File: src/rtl/sync_fifo_param_if.sv
// Handshake and status bundle between sync_fifo_param and its producer/consumer.
// The master side drives requests and write data; the FIFO (slave) drives everything else.
interface sync_fifo_param_if #(
    parameter int DATA_WIDTH = 8,
    parameter int ADDR_WIDTH = 4
);
    logic                  write_en;
    logic                  read_en;
    logic [DATA_WIDTH-1:0] data_in;
    logic [DATA_WIDTH-1:0] data_out;
    logic                  data_valid;
    logic                  empty;
    logic                  full;
    logic                  almost_empty;
    logic                  almost_full;
    logic [ADDR_WIDTH:0]   count;
    logic                  overflow;
    logic                  underflow;

    modport master (
        output write_en, read_en, data_in,
        input  data_out, data_valid, empty, full, almost_empty, almost_full,
               count, overflow, underflow
    );

    modport slave (
        input  write_en, read_en, data_in,
        output data_out, data_valid, empty, full, almost_empty, almost_full,
               count, overflow, underflow
    );
endinterface

File: src/rtl/sync_fifo_param.sv
// Parametrised single-clock FIFO with occupancy count, programmable almost flags and
// overflow/underflow pulses. Define SYNC_FIFO_FWFT_EN for first-word fall-through reads.
module sync_fifo_param #(
    parameter int DATA_WIDTH = 8,
    parameter int ADDR_WIDTH = 4,
    parameter int AF_LEVEL   = 14,
    parameter int AE_LEVEL   = 2
) (
    input logic              clk,
    input logic              rst,
    sync_fifo_param_if.slave bus
);
    localparam int DEPTH = 2 ** ADDR_WIDTH;

    typedef logic [ADDR_WIDTH:0] ptr_t;

    localparam ptr_t DEPTH_CNT = ptr_t'(DEPTH);
    localparam ptr_t AF_CNT    = ptr_t'(AF_LEVEL);
    localparam ptr_t AE_CNT    = ptr_t'(AE_LEVEL);

    ptr_t wr_ptr;
    ptr_t rd_ptr;
    ptr_t count;
    ptr_t wr_ptr_nxt;
    ptr_t rd_ptr_nxt;
    logic empty;
    logic full;
    logic rd_acc;
    logic wr_acc;

    logic [DATA_WIDTH-1:0] mem [DEPTH];

    // Flags come straight from the count register so they always match the stored state.
    assign empty = (count == '0);
    assign full  = (count == DEPTH_CNT);

    assign bus.empty        = empty;
    assign bus.full         = full;
    assign bus.almost_empty = (count <= AE_CNT);
    assign bus.almost_full  = (count >= AF_CNT);
    assign bus.count        = count;

    // NOTE: every signal written here is assigned on every pass, so no latch is inferred.
    always_comb begin
        rd_acc     = bus.read_en & ~empty;
        wr_acc     = bus.write_en & (~full | rd_acc);
        wr_ptr_nxt = wr_ptr + ptr_t'(wr_acc);
        rd_ptr_nxt = rd_ptr + ptr_t'(rd_acc);
    end

    // NOTE: state registers use non-blocking assignments so every flop samples pre-edge values.
    always_ff @(posedge clk) begin
        if (rst) begin
            wr_ptr        <= '0;
            rd_ptr        <= '0;
            count         <= '0;
            bus.overflow  <= 1'b0;
            bus.underflow <= 1'b0;
        end else begin
            wr_ptr        <= wr_ptr_nxt;
            rd_ptr        <= rd_ptr_nxt;
            count         <= wr_ptr_nxt - rd_ptr_nxt;
            bus.overflow  <= bus.write_en & ~wr_acc;
            bus.underflow <= bus.read_en & ~rd_acc;
        end
    end

    // NOTE: the storage array has no reset; only pointers and count define what is valid.
    always_ff @(posedge clk) begin
        if (!rst && wr_acc) begin
            mem[wr_ptr[ADDR_WIDTH-1:0]] <= bus.data_in;
        end
    end

`ifdef SYNC_FIFO_FWFT_EN
    assign bus.data_out   = mem[rd_ptr[ADDR_WIDTH-1:0]];
    assign bus.data_valid = ~empty;
`else
    // On a same-slot read and write at full, the read sees the word stored before this edge.
    always_ff @(posedge clk) begin
        if (rst) begin
            bus.data_out   <= '0;
            bus.data_valid <= 1'b0;
        end else begin
            bus.data_valid <= rd_acc;
            if (rd_acc) begin
                bus.data_out <= mem[rd_ptr[ADDR_WIDTH-1:0]];
            end
        end
    end
`endif

endmodule

File: src/flat_wrapper.sv
// flat-port wrapper written by rule: the top's interface ports become plain ports
module sync_fifo_param_flat 
#(
    parameter int DATA_WIDTH = 8,
    parameter int ADDR_WIDTH = 4,
    parameter int AF_LEVEL   = 14,
    parameter int AE_LEVEL   = 2
)
  (clk, rst, bus_write_en, bus_read_en, bus_data_in, bus_data_out, bus_data_valid, bus_empty, bus_full, bus_almost_empty, bus_almost_full, bus_count, bus_overflow, bus_underflow);
  sync_fifo_param_if #(.DATA_WIDTH(DATA_WIDTH), .ADDR_WIDTH(ADDR_WIDTH)) bus_i ();
  input logic clk;
  input logic rst;
  input wire logic [$bits(bus_i.write_en)-1:0] bus_write_en;
  input wire logic [$bits(bus_i.read_en)-1:0] bus_read_en;
  input wire logic [$bits(bus_i.data_in)-1:0] bus_data_in;
  output wire logic [$bits(bus_i.data_out)-1:0] bus_data_out;
  output wire logic [$bits(bus_i.data_valid)-1:0] bus_data_valid;
  output wire logic [$bits(bus_i.empty)-1:0] bus_empty;
  output wire logic [$bits(bus_i.full)-1:0] bus_full;
  output wire logic [$bits(bus_i.almost_empty)-1:0] bus_almost_empty;
  output wire logic [$bits(bus_i.almost_full)-1:0] bus_almost_full;
  output wire logic [$bits(bus_i.count)-1:0] bus_count;
  output wire logic [$bits(bus_i.overflow)-1:0] bus_overflow;
  output wire logic [$bits(bus_i.underflow)-1:0] bus_underflow;
  assign bus_i.write_en = bus_write_en;
  assign bus_i.read_en = bus_read_en;
  assign bus_i.data_in = bus_data_in;
  assign bus_data_out = bus_i.data_out;
  assign bus_data_valid = bus_i.data_valid;
  assign bus_empty = bus_i.empty;
  assign bus_full = bus_i.full;
  assign bus_almost_empty = bus_i.almost_empty;
  assign bus_almost_full = bus_i.almost_full;
  assign bus_count = bus_i.count;
  assign bus_overflow = bus_i.overflow;
  assign bus_underflow = bus_i.underflow;
  sync_fifo_param #(.DATA_WIDTH(DATA_WIDTH), .ADDR_WIDTH(ADDR_WIDTH), .AF_LEVEL(AF_LEVEL), .AE_LEVEL(AE_LEVEL)) u_core (.clk(clk), .rst(rst), .bus(bus_i));
endmodule
File: config.mk
export PLATFORM = sky130hd
export DESIGN_NAME = sync_fifo_param_flat
export DESIGN_NICKNAME = d
export VERILOG_FILES = /design/src/rtl/sync_fifo_param_if.sv /design/src/rtl/sync_fifo_param.sv /design/src/flat_wrapper.sv
export SDC_FILE = /design/constraint.sdc
export NUM_CORES = 1
export LEC_CHECK = 0
export CAP_MARGIN = 20
export CORE_ASPECT_RATIO = 1.75
export CORE_MARGIN = 2
export CORE_UTILIZATION = 41
export CTS_BUF_LIST = sky130_fd_sc_hd__clkbuf_8
export DETAILED_ROUTE_END_ITERATION = 8
export PLACE_DENSITY = 0.6
export SLEW_MARGIN = 20
export SYNTH_ARGS = -nofsm -noshare
export SYNTH_HDL_FRONTEND = slang
export SYNTH_SLANG_ARGS = --single-unit
File: constraint.sdc
create_clock -name clk -period 5.5 [get_ports clk]
set_input_delay 1.1 -clock clk [delete_from_list [all_inputs] [get_ports clk]]
set_output_delay 1.1 -clock clk [all_outputs]
set_load 0.02 [all_outputs]
==> impl_metrics.json <==
{
  "worstSetupPathType": "in -> reg",
  "synth_compound_area_frac": 0.0354,
  "cellLeakagePower_nw": 2.29,
  "multi_input_area_sq_mm": 0.00167,
  "firstDrtPassIters": 4,
  "worstSetupEndpoint": "u_core.mem[3][7]",
  "wl_met3_um": 478,
  "cp.required_ns": 5.55,
  "timing.rr.start": "u_core.bus.count[2]",
  "startpoint": "rst",
  "grt_pass1_wl_um": 18700,
  "grt_max_degree": 36,
  "hpwl_um": 8110,
  "num_rows": 59,
  "cts_tree": "yes",
  "p_per_area_mw_per_mm2": 423,
  "fin_skew_ns": 0.0117,
  "die_h_um": 166,
  "cts_setup_buffers": 0,
  "ant_nets": 0,
  "die_w_um": 96.8,
  "diodes": 0,
  "grt_overflow": 0,
  "fin_area_sq_mm": 0.00707,
  "yosys_warnings": 0,
  "drv_slew": 0,
  "drv_cap": 0,
  "grtUsageTotal": 0.158,
  "cp.arrival_ns": 3.80,
  "cts_sinks": 154,
  "hold_viol_final": 0,
  "synthAdderAreaFrac": 0.0194,
  "yosysUniqueCellTypes": 41,
  "hold_class": "reg -> reg",
  "vias": 3030,
  "place_congestion": 0.782,
  "min_period_over_period": 0.682,
  "clk_pin_slew_ns": 0.08,
  "layout_setup_ws_ns": 1.75,
  "rsz0062_at_grt": "no",
  "area_delta_synth_final_pct": 14.4,
  "core-area_sq_mm": 0.0148,
  "worst_setup_path_end_kind": "flip-flop",
  "finalSetupViolations": 0,
  "wl_met1_um": 4400,
  "initial_core_util": 0.416,
  "synthMuxAreaShare": 0.157,
  "wl_per_cell_um": 21.6,
  "postCtsHoldBufs": 0,
  "final_nets": 382,
  "dpl_cell_area_sq_mm": 0.00664,
  "routed_wl_um": 12100,
  "post_cts_resized": 0,
  "synth_xor_area_frac": 0.0136,
  "die_area_sq_mm": 0.0161,
  "syn_avg_cell_area_sq_um": 19.3,
  "r2r-end": "u_core.bus.count[4]",
  "synth_area_sq_mm": 0.00618,
  "seqCellArea_sq_mm": 0.00437,
  "cts_max_path_buffers": 2,
  "ios": 32,
  "r2r_slack_ns": 2.10,
  "clock.fmax_mhz": 267,
  "ys_seq_elements": 154,
  "drtIter0Drc": 308,
  "final_layout_size_suffix_gt1_frac": 0.136,
  "setup_tns_ns": 0,
  "status": "finished clean",
  "worst_setup_path_start_kind": "primary input",
  "synthSimpleGateAreaFrac": 0.0443,
  "grt_pass1_vias": 3158,
  "worst_slew_pin_slew_ns": 0.998,
  "slew_headroom": 0.332,
  "syn_inst": 321,
  "timing.final.crit_period_ns": 3.75,
  "synth.yosys.seq_area_share": 0.706,
  "maxUsedRoutingLayer": "met4",
  "via_per_inst": 5.44,
  "cts_buffers": 17,
  "clock-root-buffer": "clkbuf_8",
  "grt_antenna_before_repair": 0,
  "clock_latency_ns": 0.43,
  "synth_top_family_by_area": "multiplexers",
  "critPathMaxFanout": 17,
  "io_buffer_count": 31,
  "n_fill_cell": 1229,
  "pre_cts_ws_ns": 1.26,
  "vdd_drop_max_mv": 0.147,
  "synth_nets": 342,
  "hold_depth": 1,
  "rr_worst_depth": 11,
  "drc": 0,
  "wl_met2_um": 6800,
  "cts.htree.levels": 4
}
-- worst min path at each step --
stage | slack (ns) | end | startpoint
global placement | 0.47 | u_core.bus.data_out[4] | u_core.bus.data_out[4]
global route | 0.51 | u_core.bus.data_out[6] | u_core.bus.data_out[6]
detailed placement | 0.47 | u_core.bus.data_out[6] | u_core.bus.data_out[6]
CTS | 0.49 | u_core.bus.data_out[4] | u_core.bus.data_out[4]
floorplan | 0.47 | u_core.rd_ptr[4] | u_core.rd_ptr[4]
finish | 0.48 | u_core.bus.data_out[4] | u_core.bus.data_out[4]
-- layer usage --
metal	up-vias	GRT usage
li1	1387	-
met1	1536	0.173
met2	90	0.290
met3	17	0.0357
met4	0	0.0723
met5	-	0
-- through the flow --
| step | utilization | hold slack (ns) | instances | power [mW] |
|---|---|---|---|---|
| 2_1_floorplan | - | 0.473 | 321 | 1.93 |
| 3_3_place_gp | 0.447 | 0.469 | 525 | 2.11 |
| 3_5_place_dp | 0.447 | 0.470 | 525 | 2.12 |
| 4_1_cts | 0.476 | 0.489 | 557 | 3.02 |
| 5_1_grt | 0.476 | 0.510 | 557 | 3.12 |
| 6_report | 0.476 | 0.481 | 557 | 2.99 |
-- critical path: stages --
cell	delay, ns
clkdlybuf4s50_1	0.73
inv_1	0.47
o311a_1	0.34
or3b_2	0.51
nor2_1	0.65
-- layout by cell type (no fill, tap or decap), drive strengths merged, types with 8 or more instances in the layout --
cell type / count
edfxtp: 128
mux4: 32
clkdlybuf4s50: 31
dfxtp: 26
nor2: 25
clkbuf: 18
mux2i: 16
inv: 10
a31o: 9
o22ai: 8
ha: 8
-- cell families (layout without fill, tap and decap cells) --
logic type	after synthesis	count (layout)
XOR/XNOR	8	8
AO/OA/AOI/OAI	26	26
buffers and inverters	21	74
AND/OR/NAND/NOR	55	55
flip-flops	154	154
adder cells (fa/ha/maj)	9	9
multiplexers	48	48
-- sequential cells by signal (all words and copies together), names as in the netlist --
signal / flops
u_core.bus.data_valid: 1
u_core.wr_ptr: 5
u_core.bus.count: 5
u_core.bus.overflow: 1
u_core.rd_ptr: 5
u_core.mem: 128
u_core.bus.data_out: 8
u_core.bus.underflow: 1
-- where the power goes --
part	switching [mW]	internal, mW
combinational	0.312	0.353
clock	0.401	0.502
sequential	0.0949	1.32
-- cells in the mapped netlist --
| cell | number | area share |
|---|---|---|
| nand3_1 | 5 | 0.0040 |
| o2111ai_4 | 1 | 0.0043 |
| a31o_2 | 1 | 0.0014 |
| mux4_2 | 8 | 0.029 |
| nand2b_1 | 3 | 0.0030 |
| xnor2_1 | 3 | 0.0043 |
| dfxtp_1 | 26 | 0.084 |
| clkbuf_1 | 5 | 0.0030 |
| buf_2 | 4 | 0.0032 |
| mux2i_1 | 16 | 0.026 |
| a211oi_1 | 1 | 0.0012 |
| a21oi_1 | 1 | 0.00081 |
| nor2b_1 | 4 | 0.0040 |
| inv_1 | 6 | 0.0036 |
| or2_2 | 1 | 0.0010 |
| and2_1 | 3 | 0.0030 |
| a31o_1 | 8 | 0.011 |
| buf_6 | 1 | 0.0018 |
| buf_12 | 3 | 0.0097 |
| and3_1 | 1 | 0.0010 |
| o311a_1 | 1 | 0.0016 |
| nor3b_1 | 2 | 0.0024 |
| or3b_2 | 1 | 0.0014 |
| buf_4 | 2 | 0.0024 |
| o21ai_2 | 1 | 0.0014 |
| xnor3_1 | 1 | 0.0036 |
| fa_1 | 1 | 0.0032 |
| nand2_1 | 1 | 0.00061 |
| xor2_1 | 4 | 0.0057 |
| or3_1 | 2 | 0.0020 |
| ha_1 | 8 | 0.016 |
| a21o_1 | 1 | 0.0012 |
| o211ai_2 | 1 | 0.0020 |
| mux4_1 | 24 | 0.10 |
| nand3b_1 | 2 | 0.0024 |
| edfxtp_1 | 128 | 0.62 |
| nor2_1 | 25 | 0.015 |
| nor3_1 | 5 | 0.0040 |
| o22ai_1 | 8 | 0.0081 |
| o21ai_0 | 1 | 0.00081 |
| a21boi_0 | 1 | 0.0012 |
-- area by class of cell --
type / instances / share of cell area
timing repair buffer: 36 / 0.0492
sequential: 154 / 0.618
multi-input combinational: 146 / 0.237
inverter: 6 / 0.00319
clock inverter: 14 / 0.0253
clock buffer: 18 / 0.0351
tap: 183 / 0.0324
(Power assumes the default switching activity.)
